==> config.mk <==
export PLATFORM = sky130hd
export DESIGN_NAME = camera_capture_rgb565
export DESIGN_NICKNAME = d
export VERILOG_FILES = /design/src/rtl/cam_capture_pkg.sv /design/src/rtl/cam_edge_det.sv /design/src/rtl/camera_capture_rgb565.sv
export SDC_FILE = /design/constraint.sdc
export NUM_CORES = 1
export LEC_CHECK = 0
export CORE_UTILIZATION = 53
export CTS_CLUSTER_DIAMETER = 40
export CTS_CLUSTER_SIZE = 10
export DETAILED_ROUTE_END_ITERATION = 6
export GPL_TIMING_DRIVEN = 0
export PLACE_DENSITY_LB_ADDON = 0.3
export SLEW_MARGIN = 15
export SYNTH_ARGS = -nofsm -noshare
export SYNTH_HDL_FRONTEND = slang
export SYNTH_SLANG_ARGS = --single-unit
==> constraint.sdc <==
create_clock -name clk -period 2.6 [get_ports clk]
set_input_delay 0.78 -clock clk [delete_from_list [all_inputs] [get_ports clk]]
set_output_delay 0.78 -clock clk [all_outputs]
set_load 0.01 [all_outputs]
==> src/rtl/cam_capture_pkg.sv <==
// Shared types and constants for the OV7670 RGB565 capture block.
//   state_t : frame FSM states (S_WAIT idle/armed, S_FRAME capturing)
//   phase_t : byte-pairing phase (PH_HI expects high byte, PH_LO expects low byte)
//   X_W/Y_W : coordinate widths; H_ACTIVE_DEF/V_ACTIVE_DEF : default active window
package cam_capture_pkg;
  localparam int X_W          = 10;
  localparam int Y_W          = 9;
  localparam int H_ACTIVE_DEF = 640;
  localparam int V_ACTIVE_DEF = 480;

  typedef enum logic {S_WAIT, S_FRAME} state_t;
  typedef enum logic {PH_HI, PH_LO}    phase_t;
endpackage

==> src/rtl/cam_edge_det.sv <==
// Registers a 1-bit input once (q) and flags edges between the registered value and
// its one-cycle-older copy.
//   clk, reset (async, active low), d : input bit
//   q : d delayed one cycle; rise/fall : single-cycle edge flags aligned with q
module cam_edge_det (
  input  logic clk,
  input  logic reset,
  input  logic d,
  output logic q,
  output logic rise,
  output logic fall
);
  logic dR, dR2;

  always_ff @(posedge clk or negedge reset) begin
    if (!reset) begin
      dR  <= 1'b0;
      dR2 <= 1'b0;
    end else begin
      dR  <= d;
      dR2 <= dR;
    end
  end

  assign q    = dR;
  assign rise = dR & ~dR2;
  assign fall = ~dR & dR2;
endmodule

==> src/rtl/camera_capture_rgb565.sv <==
// OV7670 parallel-bus capture: pairs bytes into RGB565 pixels tagged with X/Y and
// strobes pixelValid for one cycle per pixel inside the active window. One frame is
// captured per armed vsync falling edge.
// Ports:
//   clk, reset (async, active low)
//   capture_en : arms capture, only looked at while waiting for a frame
//   cam_vsync, cam_href, cam_data[7:0] : camera bus (high byte first)
//   pixelX[9:0], pixelY[8:0], pixel[15:0], pixelValid : pixel output
//   frame_busy, frame_done : frame status
//   line_err : sticky line-length error
// Build option: define CAM_CAPTURE_LINE_CHECK_EN to build the line-length check;
// otherwise line_err is tied low.
module camera_capture_rgb565
  import cam_capture_pkg::*;
#(
  parameter int H_ACTIVE = H_ACTIVE_DEF,
  parameter int V_ACTIVE = V_ACTIVE_DEF
) (
  input  logic           clk,
  input  logic           reset,
  input  logic           capture_en,
  input  logic           cam_vsync,
  input  logic           cam_href,
  input  logic [7:0]     cam_data,
  output logic [X_W-1:0] pixelX,
  output logic [Y_W-1:0] pixelY,
  output logic [15:0]    pixel,
  output logic           pixelValid,
  output logic           frame_busy,
  output logic           frame_done,
  output logic           line_err
);
  localparam logic [X_W-1:0] H_LIM = X_W'(H_ACTIVE);
  localparam logic [Y_W-1:0] V_LIM = Y_W'(V_ACTIVE);

  logic           vsyncR, vsRise, vsFall;
  logic           hrefR, hrFall, hrefRiseUnused;
  logic [7:0]     dataR, hiByte;
  state_t         state, stateNxt;
  phase_t         phase;
  logic [X_W-1:0] x;
  logic [Y_W-1:0] y;
  logic           frameStart, frameEnd, byteEn, lineEnd;

  cam_edge_det uVsync (.clk(clk), .reset(reset), .d(cam_vsync),
                       .q(vsyncR), .rise(vsRise), .fall(vsFall));
  cam_edge_det uHref  (.clk(clk), .reset(reset), .d(cam_href),
                       .q(hrefR), .rise(hrefRiseUnused), .fall(hrFall));

  always_ff @(posedge clk or negedge reset) begin
    if (!reset) dataR <= '0;
    else        dataR <= cam_data;
  end

  // Frame FSM
  always_ff @(posedge clk or negedge reset) begin
    if (!reset) state <= S_WAIT;
    else        state <= stateNxt;
  end

  always_comb begin
    stateNxt   = state;
    frameStart = 1'b0;
    frameEnd   = 1'b0;
    if (state == S_WAIT) begin
      if (vsFall && capture_en) begin
        stateNxt   = S_FRAME;
        frameStart = 1'b1;
      end
    end else if (vsRise) begin
      stateNxt = S_WAIT;
      frameEnd = 1'b1;
    end
  end

  // The vsyncR gate covers the cycle where the rise is being detected.
  assign byteEn  = (state == S_FRAME) && hrefR && !vsyncR;
  // Still S_FRAME on a coincident vsync rise, so the line end is processed first.
  assign lineEnd = (state == S_FRAME) && hrFall;

  always_ff @(posedge clk or negedge reset) begin
    if (!reset) begin
      phase      <= PH_HI;
      hiByte     <= '0;
      x          <= '0;
      y          <= '0;
      pixel      <= '0;
      pixelX     <= '0;
      pixelY     <= '0;
      pixelValid <= 1'b0;
      frame_busy <= 1'b0;
      frame_done <= 1'b0;
    end else begin
      pixelValid <= 1'b0;
      frame_done <= 1'b0;
      if (frameStart) begin
        phase      <= PH_HI;
        x          <= '0;
        y          <= '0;
        frame_busy <= 1'b1;
      end
      if (byteEn) begin
        if (phase == PH_HI) begin
          hiByte <= dataR;
          phase  <= PH_LO;
        end else begin
          phase <= PH_HI;
          // Out-of-window pixels leave outputs untouched so they hold between strobes.
          if (x < H_LIM && y < V_LIM) begin
            pixel      <= {hiByte, dataR};
            pixelX     <= x;
            pixelY     <= y;
            pixelValid <= 1'b1;
          end
          x <= (x == '1) ? x : x + 1'b1;
        end
      end
      if (lineEnd) begin
        phase <= PH_HI;           // drops any dangling high byte
        x     <= '0;
        y     <= (y == '1) ? y : y + 1'b1;
      end
      if (frameEnd) begin
        frame_busy <= 1'b0;
        frame_done <= 1'b1;
      end
    end
  end

`ifdef CAM_CAPTURE_LINE_CHECK_EN
  logic lineErrQ;
  always_ff @(posedge clk or negedge reset) begin
    if (!reset)                                        lineErrQ <= 1'b0;
    else if (frameStart)                               lineErrQ <= 1'b0;
    else if (lineEnd && (x != H_LIM || phase == PH_LO)) lineErrQ <= 1'b1;
  end
  assign line_err = lineErrQ;
`else
  assign line_err = 1'b0;
`endif
endmodule

==> results.md, run 1 <==
- Status: complete, no violations
- Routed met3 length: roughly 280 um
- Seq pwr share: 0.477
- Total die area: around 6400 um2
- Core area: about 5900 um2
- Cells after Synth: approximately 280
- Worst-path maximum fanout: 9
- Sequential share of the synthesized area: 0.610
- Net Switching: around 1.1 mW
- FMAX: 473 MHz
- CTS Hold Bufs: 0
- Wire per inst: roughly 14 um
- Num CTS Buffers: 9
- Worst R2R Path Depth: 9
- DR iter-0 viols: 127
- Total power: 3.68 mW
- Most frequent cells in the layout: dfrtp_1 (79), nand2_1 (65), clkdlybuf4s50_1 (49), nor2_1 (14), mux2_2 (14)
- Setup_tns: 0 ns
- Yosys cell types: 45
- NumNets Final: ~360
- Final Hold Fails: 0
- Cell Pwr Density: 905 nW/um2
- Port bufs: 50
- Post_cts resized: 0
- Combinational fraction of design power: 0.273
- Clock skew: 0.00848 ns
- Layout fillers: roughly 450
- Clock-pin slew on the worst setup and hold paths: ~0.080 ns
- First-pass GRT wire length: 10100 um
- Via/cell ratio: around 5.4
- Post-synthesis register bit count: roughly 80
- Vias in the first global route: approximately 2.2k
- Clk sinks: slightly below 80
- EDFF count, synth: 0
- Worst setup EP type: flop
- Die H: 80.2 um
- Total setup buffers inserted after CTS: 0
- Global-route usage over all layers: 0.213
- Min Tclk post-route: ~2.1 ns
- Final Cycle Share: 0.813
- WP data required: between 2 and 3 ns
- Met2 wire len: about 2900 um
- Cell Rows: 28
- Htree depth: 3
- Drt drc: 0
- Synth warn: 0
- CTS tree: done
- Final Cell Area: roughly 4000 um2
- Post-synth top flop: dfrtp_1
- Worst EP arrival: 2.40 ns
- Initial antenna violation count: 0
- Asr flop ratio synth: 1.00
- Cell Area, Placed: 3860 um2
- Max_cap viols: 0
- Internal: between 2 and 3 mW
- Starting density of the core: 0.547
- Clk_lat worst skew: around 0.35 ns
- Mapped Area: roughly 3200 um2
- Setup violations, final: 0
- Max VDD drop: between 0.5 and 0.6 mV
- RSZ-0062 raised after global routing: no
- Startpoint Class: flop
- Root buffer cell: clkbuf_8
- Io pins: 52
- Hold Crit Class: in -> async
- Pins over their slew limit: 0
- Clock share of power: 0.249
- Crit path kind: reg -> reg
- Headroom to the max-slew limit: 0.509
- Gpl congestion: just under 0.8
- Highest metal used: met4
- Layout cell share with drive strength beyond 1: 0.163
- Worst-Margin Slew: about 0.73 ns
- Total gr overflow: 0
- Dpl hpwl: between 4000 and 5000 um
- Chip Width: approximately 80 um
- Area delta synth->final: 25.4%
- Most common cell after layout, fill and taps aside: dfrtp_1
- # diodes: 0
- Antenna-violating nets left: 0
- Vias: approximately 2.3k
- Largest net degree at the start of global routing: 54
- Static Leak: between 1.5 and 2 nW
- DRT Pass-1 Iters: 4
- Routed wire length: between 6000 and 7000 um
- Synth Area per Inst: approximately 12 um2
- Switching share of power: 0.288
- Post-Syn Nets: between 200 and 300
- Max clock buf depth: 2
- DRT met1 WL: ~2800 um
-- sequential cells by signal (all words and copies together) (netlist names), 8 cells and up --
name / count
hiByte: 8
y: 9
pixelX: 10
pixel: 16
dataR: 8
x: 10
pixelY: 9
-- synth_stat cells, types with 4 or more instances --
| cell | n | area [um2] |
|---|---|---|
| a21oi_1 | 6 | 30.0 |
| and3_1 | 5 | 31.3 |
| buf_4 | 6 | 45.0 |
| dfrtp_1 | 79 | 1980 |
| mux2_2 | 14 | 158 |
| mux2_4 | 10 | 150 |
| nand2_1 | 65 | 244 |
| nand3_1 | 11 | 55.1 |
| nand4_1 | 6 | 37.5 |
| nor2_1 | 14 | 52.6 |
| nor3_1 | 4 | 20.0 |
| o21ai_0 | 10 | 50.1 |
-- power by group through the flow --
stage | Combinational [mW] | Sequential (mW) | Clock (mW)
2_1_floorplan | 0.367 | 1.85 | 0
3_3_place_gp | 0.977 | 1.77 | 0
3_5_place_dp | 1.01 | 1.78 | 0
4_1_cts | 1.02 | 1.76 | 0.942
5_1_grt | 1.10 | 1.80 | 0.989
6_report | 1.01 | 1.76 | 0.917
-- cells by family (layout without fill, tap and decap cells) --
logic type                 Yosys count  in the layout  synth area share
muxes                               25             25            0.0981
xor gates and xnor gates             6              6            0.0162
buffers and inverters               13             80            0.0251
and+or+nand+nor                    123            123             0.186
AOI/OAI and AO/OA                   27             27            0.0517
adders and majority gates            3              3            0.0116
other                                1              1           0.00116
DFF                                 79             79             0.610
-- cell type report --
class                      instances  area (um2)  area share
inverter                           3        11.3     0.00277
sequential                        79        1980       0.487
multi-input combinational        185        1180       0.291
clock inverter                     7        78.8      0.0194
buffer                            10        70.1      0.0172
tap                               75        93.8      0.0231
clock buffer                       9         124      0.0305
timing repair buffer              51         526       0.129
-- through the flow --
| stage | instances | util | hold WS [ns] | setup WS, ns |
|---|---|---|---|---|
| global placement | 402 | 0.648 | 0.359 | -1.95 |
| CTS | 419 | 0.686 | 0.339 | 0.497 |
| floorplan | 277 | - | 0.353 | 0.730 |
| detailed placement | 403 | 0.652 | 0.360 | 0.174 |
| global route | 419 | 0.686 | 0.350 | 0.325 |
| finish | 419 | 0.686 | 0.340 | 0.487 |
-- worst max-delay path, cell delays in order (launching register included) --
cell and delay, ns:
dfrtp_1 0.43, ha_1 0.25, nand4_1 0.13, nor2_1 0.06
ha_1 0.19, nand4bb_1 0.17, clkbuf_1 0.20, or3_1 0.37
xor2_1 0.15, nor2_1 0.09
-- final timing paths --
kind,slack (ns),endpoint,start
hold / removal,0.34,pixel[8]$_DFFE_PN0P_,reset
max in group asynchronous,1.69,pixelX[9]$_DFFE_PN0P_,reset
setup reg to reg,0.49,y[6]$_DFFE_PN0P_,y[0]$_DFFE_PN0P_
min in group clk,0.38,uVsync.dR2$_DFF_PN0_,uVsync.q$_DFF_PN0_
setup / recovery,0.49,y[6]$_DFFE_PN0P_,y[0]$_DFFE_PN0P_
hold reg to reg,0.38,uVsync.dR2$_DFF_PN0_,uVsync.q$_DFF_PN0_
-- per-layer routing --
metal	vias up	track usage
met5	-	0
met4	0	0.0839
met3	7	0.0648
met2	66	0.344
met1	1119	0.269
li1	1077	-
Note: power is estimated with default switching activity, not from simulation.
==> run 2, diff against run 1 <==
==> constraint.sdc (replaced) <==
create_clock -name clk -period 2.1 [get_ports clk]
set_input_delay 0.63 -clock clk [delete_from_list [all_inputs] [get_ports clk]]
set_output_delay 0.63 -clock clk [all_outputs]
set_load 0.01 [all_outputs]
==> run 2 against run 1 <==
Net effect: critical endpoint unchanged; largest power group unchanged; first-iteration DRC count increased by 27%; non-clock buffer count increased by 3; global-route usage unchanged; fmax increased by 5.9%; critical path depth unchanged; die area unchanged; cell count increased by 0.72%; sequential power increased by 23%; largest cell class unchanged.
==> results.md, run 2 (synthesis results as in run 1) <==
- Status: complete, no violations (unchanged)
- Internal: 3.27 mW (was 2.62 mW)
- Worst-Margin Slew: 0.733 ns (was 0.734 ns)
- Final Cell Area: 4100 um2 (was 4060 um2)
- Vias: 2290 (was 2269)
- Cell Pwr Density: 1120 nW/um2 (was 905 nW/um2)
- Clock skew: 0.00784 ns (was 0.00848 ns)
- Chip Width: 80.2 um (unchanged)
- Seq pwr share: 0.474 (was 0.477)
- Min Tclk post-route: 2.00 ns (was 2.11 ns)
- Htree depth: 3 (unchanged)
- CTS Hold Bufs: 0 (unchanged)
- DR iter-0 viols: 161 (was 127)
- Most frequent cells in the layout: dfrtp_1 (79), nand2_1 (65), clkdlybuf4s50_1 (49), nor2_1 (14), mux2_2 (14) (unchanged)
- Setup_tns: 0 ns (unchanged)
- Top flop regs: pixel x16, pixelX x10, x x10 (unchanged)
- Hold slack: 0.192 ns (was 0.340 ns)
- Dpl hpwl: 4100 um (unchanged)
- Final core utilization: 0.692 (was 0.686)
- Top delay family on crit path: simple AND/OR/NAND/NOR gates (unchanged)
- Startpoint Class: flop (unchanged)
- RSZ-0062 raised after global routing: no (unchanged)
- Max_cap viols: 0 (unchanged)
- Register with the most flip-flops: pixel (unchanged)
- First-pass GRT wire length: 10100 um (unchanged)
- Crit path kind: reg -> reg (unchanged)
- Pre-CTS WS: -0.176 ns (was 0.174 ns)
- Max clock buf depth: 2 (unchanged)
- Worst Path Buf+Inv: 1 (unchanged)
- Total die area: 6430 um2 (unchanged)
- Routed wire length: 6090 um (was 6060 um)
- WP data required: 2.39 ns (was 2.89 ns)
- Top cell by count, worst path: nor2_1
- Io pins: 52 (unchanged)
- Static Leak: 1.94 nW (was 1.92 nW)
- Layout cell share with drive strength beyond 1: 0.179 (was 0.163)
- Initial antenna violation count: 0 (unchanged)
- Total gr overflow: 0 (unchanged)
- Antenna-violating nets left: 0 (unchanged)
- Root buffer cell: clkbuf_8 (unchanged)
- Pins over their slew limit: 0 (unchanged)
- Die H: 80.2 um (unchanged)
- Fin cells: 422 (was 419)
- Combinational fraction of design power: 0.279 (was 0.273)
- Worst setup EP type: flop (unchanged)
- Switching share of power: 0.288 (about the same)
- Gpl congestion: 0.792 (unchanged)
- Cell Rows: 28 (unchanged)
- Clock share of power: 0.247 (was 0.249)
- DRT Pass-1 Iters: 4 (unchanged)
- Most common cell after layout, fill and taps aside: dfrtp_1 (unchanged)
- FMAX: 501 MHz (was 473 MHz)
- Final Cycle Share: 0.950 (was 0.813)
- Vias in the first global route: 2163 (unchanged)
- Setup violations, final: 0 (unchanged)
- # diodes: 0 (unchanged)
- Worst-path maximum fanout: 9 (unchanged)
- Max VDD drop: 0.720 mV (was 0.580 mV)
- Area delta synth->final: 26.4% (was 25.4%)
- Cell Area, Placed: 3860 um2 (unchanged)
- Largest net degree at the start of global routing: 54 (unchanged)
- Drt drc: 0 (unchanged)
- Port bufs: 50 (unchanged)
- Via/cell ratio: 5.43 (was 5.42)
- CTS tree: done (unchanged)
- NumNets Final: 358 (was 355)
- Cell Chain, Critical Path: ha_2, nand4_1, nor2_1, ha_1, nand4bb_1, buf_2, or3_1, xor2_1, nor2_1 (was ha_1, nand4_1, nor2_1, ha_1, nand4bb_1, clkbuf_1, or3_1, xor2_1, nor2_1)
- Clk sinks: 79 (unchanged)
- Setup slack after layout: 0.105 ns (was 0.487 ns)
- Max reg flops: 16 (unchanged)
- Net Switching: 1.32 mW (was 1.06 mW)
- Hold Crit Class: in -> async (unchanged)
- Final Hold Fails: 0 (unchanged)
- Global-route usage over all layers: 0.213 (unchanged)
- Headroom to the max-slew limit: 0.509 (about the same)
- Core area: 5920 um2 (unchanged)
- Total power: 4.59 mW (was 3.68 mW)
- Worst EP arrival: 2.28 ns (was 2.40 ns)
- Starting density of the core: 0.547 (unchanged)
- Wire per inst: 14.4 um (was 14.5 um)
- Num CTS Buffers: 9 (unchanged)
- Placed cell count: 403 (unchanged)
- Clk_lat worst skew: 0.35 ns (about the same)
- CP max stage delay: 0.41 ns (was 0.43 ns)
- Clock-pin slew on the worst setup and hold paths: 0.08 ns (about the same)
- Slowest CP cell: dfrtp_1 (unchanged)
[run 2: cell types whose count changed in the layout (fill, tap and decap cells not counted), sizes merged]
cell	before	now
buf	9	13
clkbuf	12	11
[run 2: repair_timing]
item	in CTS	in global routing
setup endpoints to repair	1	4
gates resized for setup	1	3
gates cloned	0	0
buffers inserted	0	3
[run 2: power by group through the flow]
stage | combinational (mW) | clock, mW | sequential (mW)
2_1_floorplan | 0.455 | 0 | 2.29
3_3_place_gp | 1.21 | 0 | 2.19
3_5_place_dp | 1.25 | 0 | 2.21
4_1_cts | 1.26 | 1.17 | 2.18
5_1_grt | 1.40 | 1.22 | 2.23
6_report | 1.28 | 1.13 | 2.17
[run 2: worst reg2reg max path: stages, from the launching register on]
cell and delay (ns):
dfrtp_1 0.41, ha_2 0.21, nand4_1 0.12, nor2_1 0.06
ha_1 0.19, nand4bb_1 0.17, buf_2 0.18, or3_1 0.35
xor2_1 0.15, nor2_1 0.09
[run 2: final cells by class]
type | instances | area [um2]
clock buffers | 9 | 124
inverters | 3 | 11.3
flip-flops and latches | 79 | 1980
clock inverters | 7 | 78.8
well taps | 75 | 93.8
fillers | 447 | 1830
multi-input cells | 185 | 1190
plain buffers | 10 | 71.3
repair buffers | 54 | 548
[run 2: layer usage]
layer / share of wire / wire [um] / global-route usage
met5: 0 / 0 / 0
met4: 0.014 / 86 / 0.0839
met3: 0.046 / 282 / 0.0648
met2: 0.48 / 2920 / 0.344
met1: 0.46 / 2810 / 0.269
[run 2: path summary, 6_finish.rpt]
| check | cells past startpoint | startpoint | end | slack (ns) |
|---|---|---|---|---|
| max in group asynchronous | 2 | reset | y[7]$_DFFE_PN0P_ | 1.34 |
| setup reg to reg | 9 | y[0]$_DFFE_PN0P_ | y[6]$_DFFE_PN0P_ | 0.10 |
| hold reg to reg | 0 | uVsync.q$_DFF_PN0_ | uVsync.dR2$_DFF_PN0_ | 0.38 |
| min in group clk | 0 | uVsync.q$_DFF_PN0_ | uVsync.dR2$_DFF_PN0_ | 0.38 |
| setup / recovery | 9 | y[0]$_DFFE_PN0P_ | y[6]$_DFFE_PN0P_ | 0.10 |
| hold / removal | 1 | reset | pixel[8]$_DFFE_PN0P_ | 0.19 |
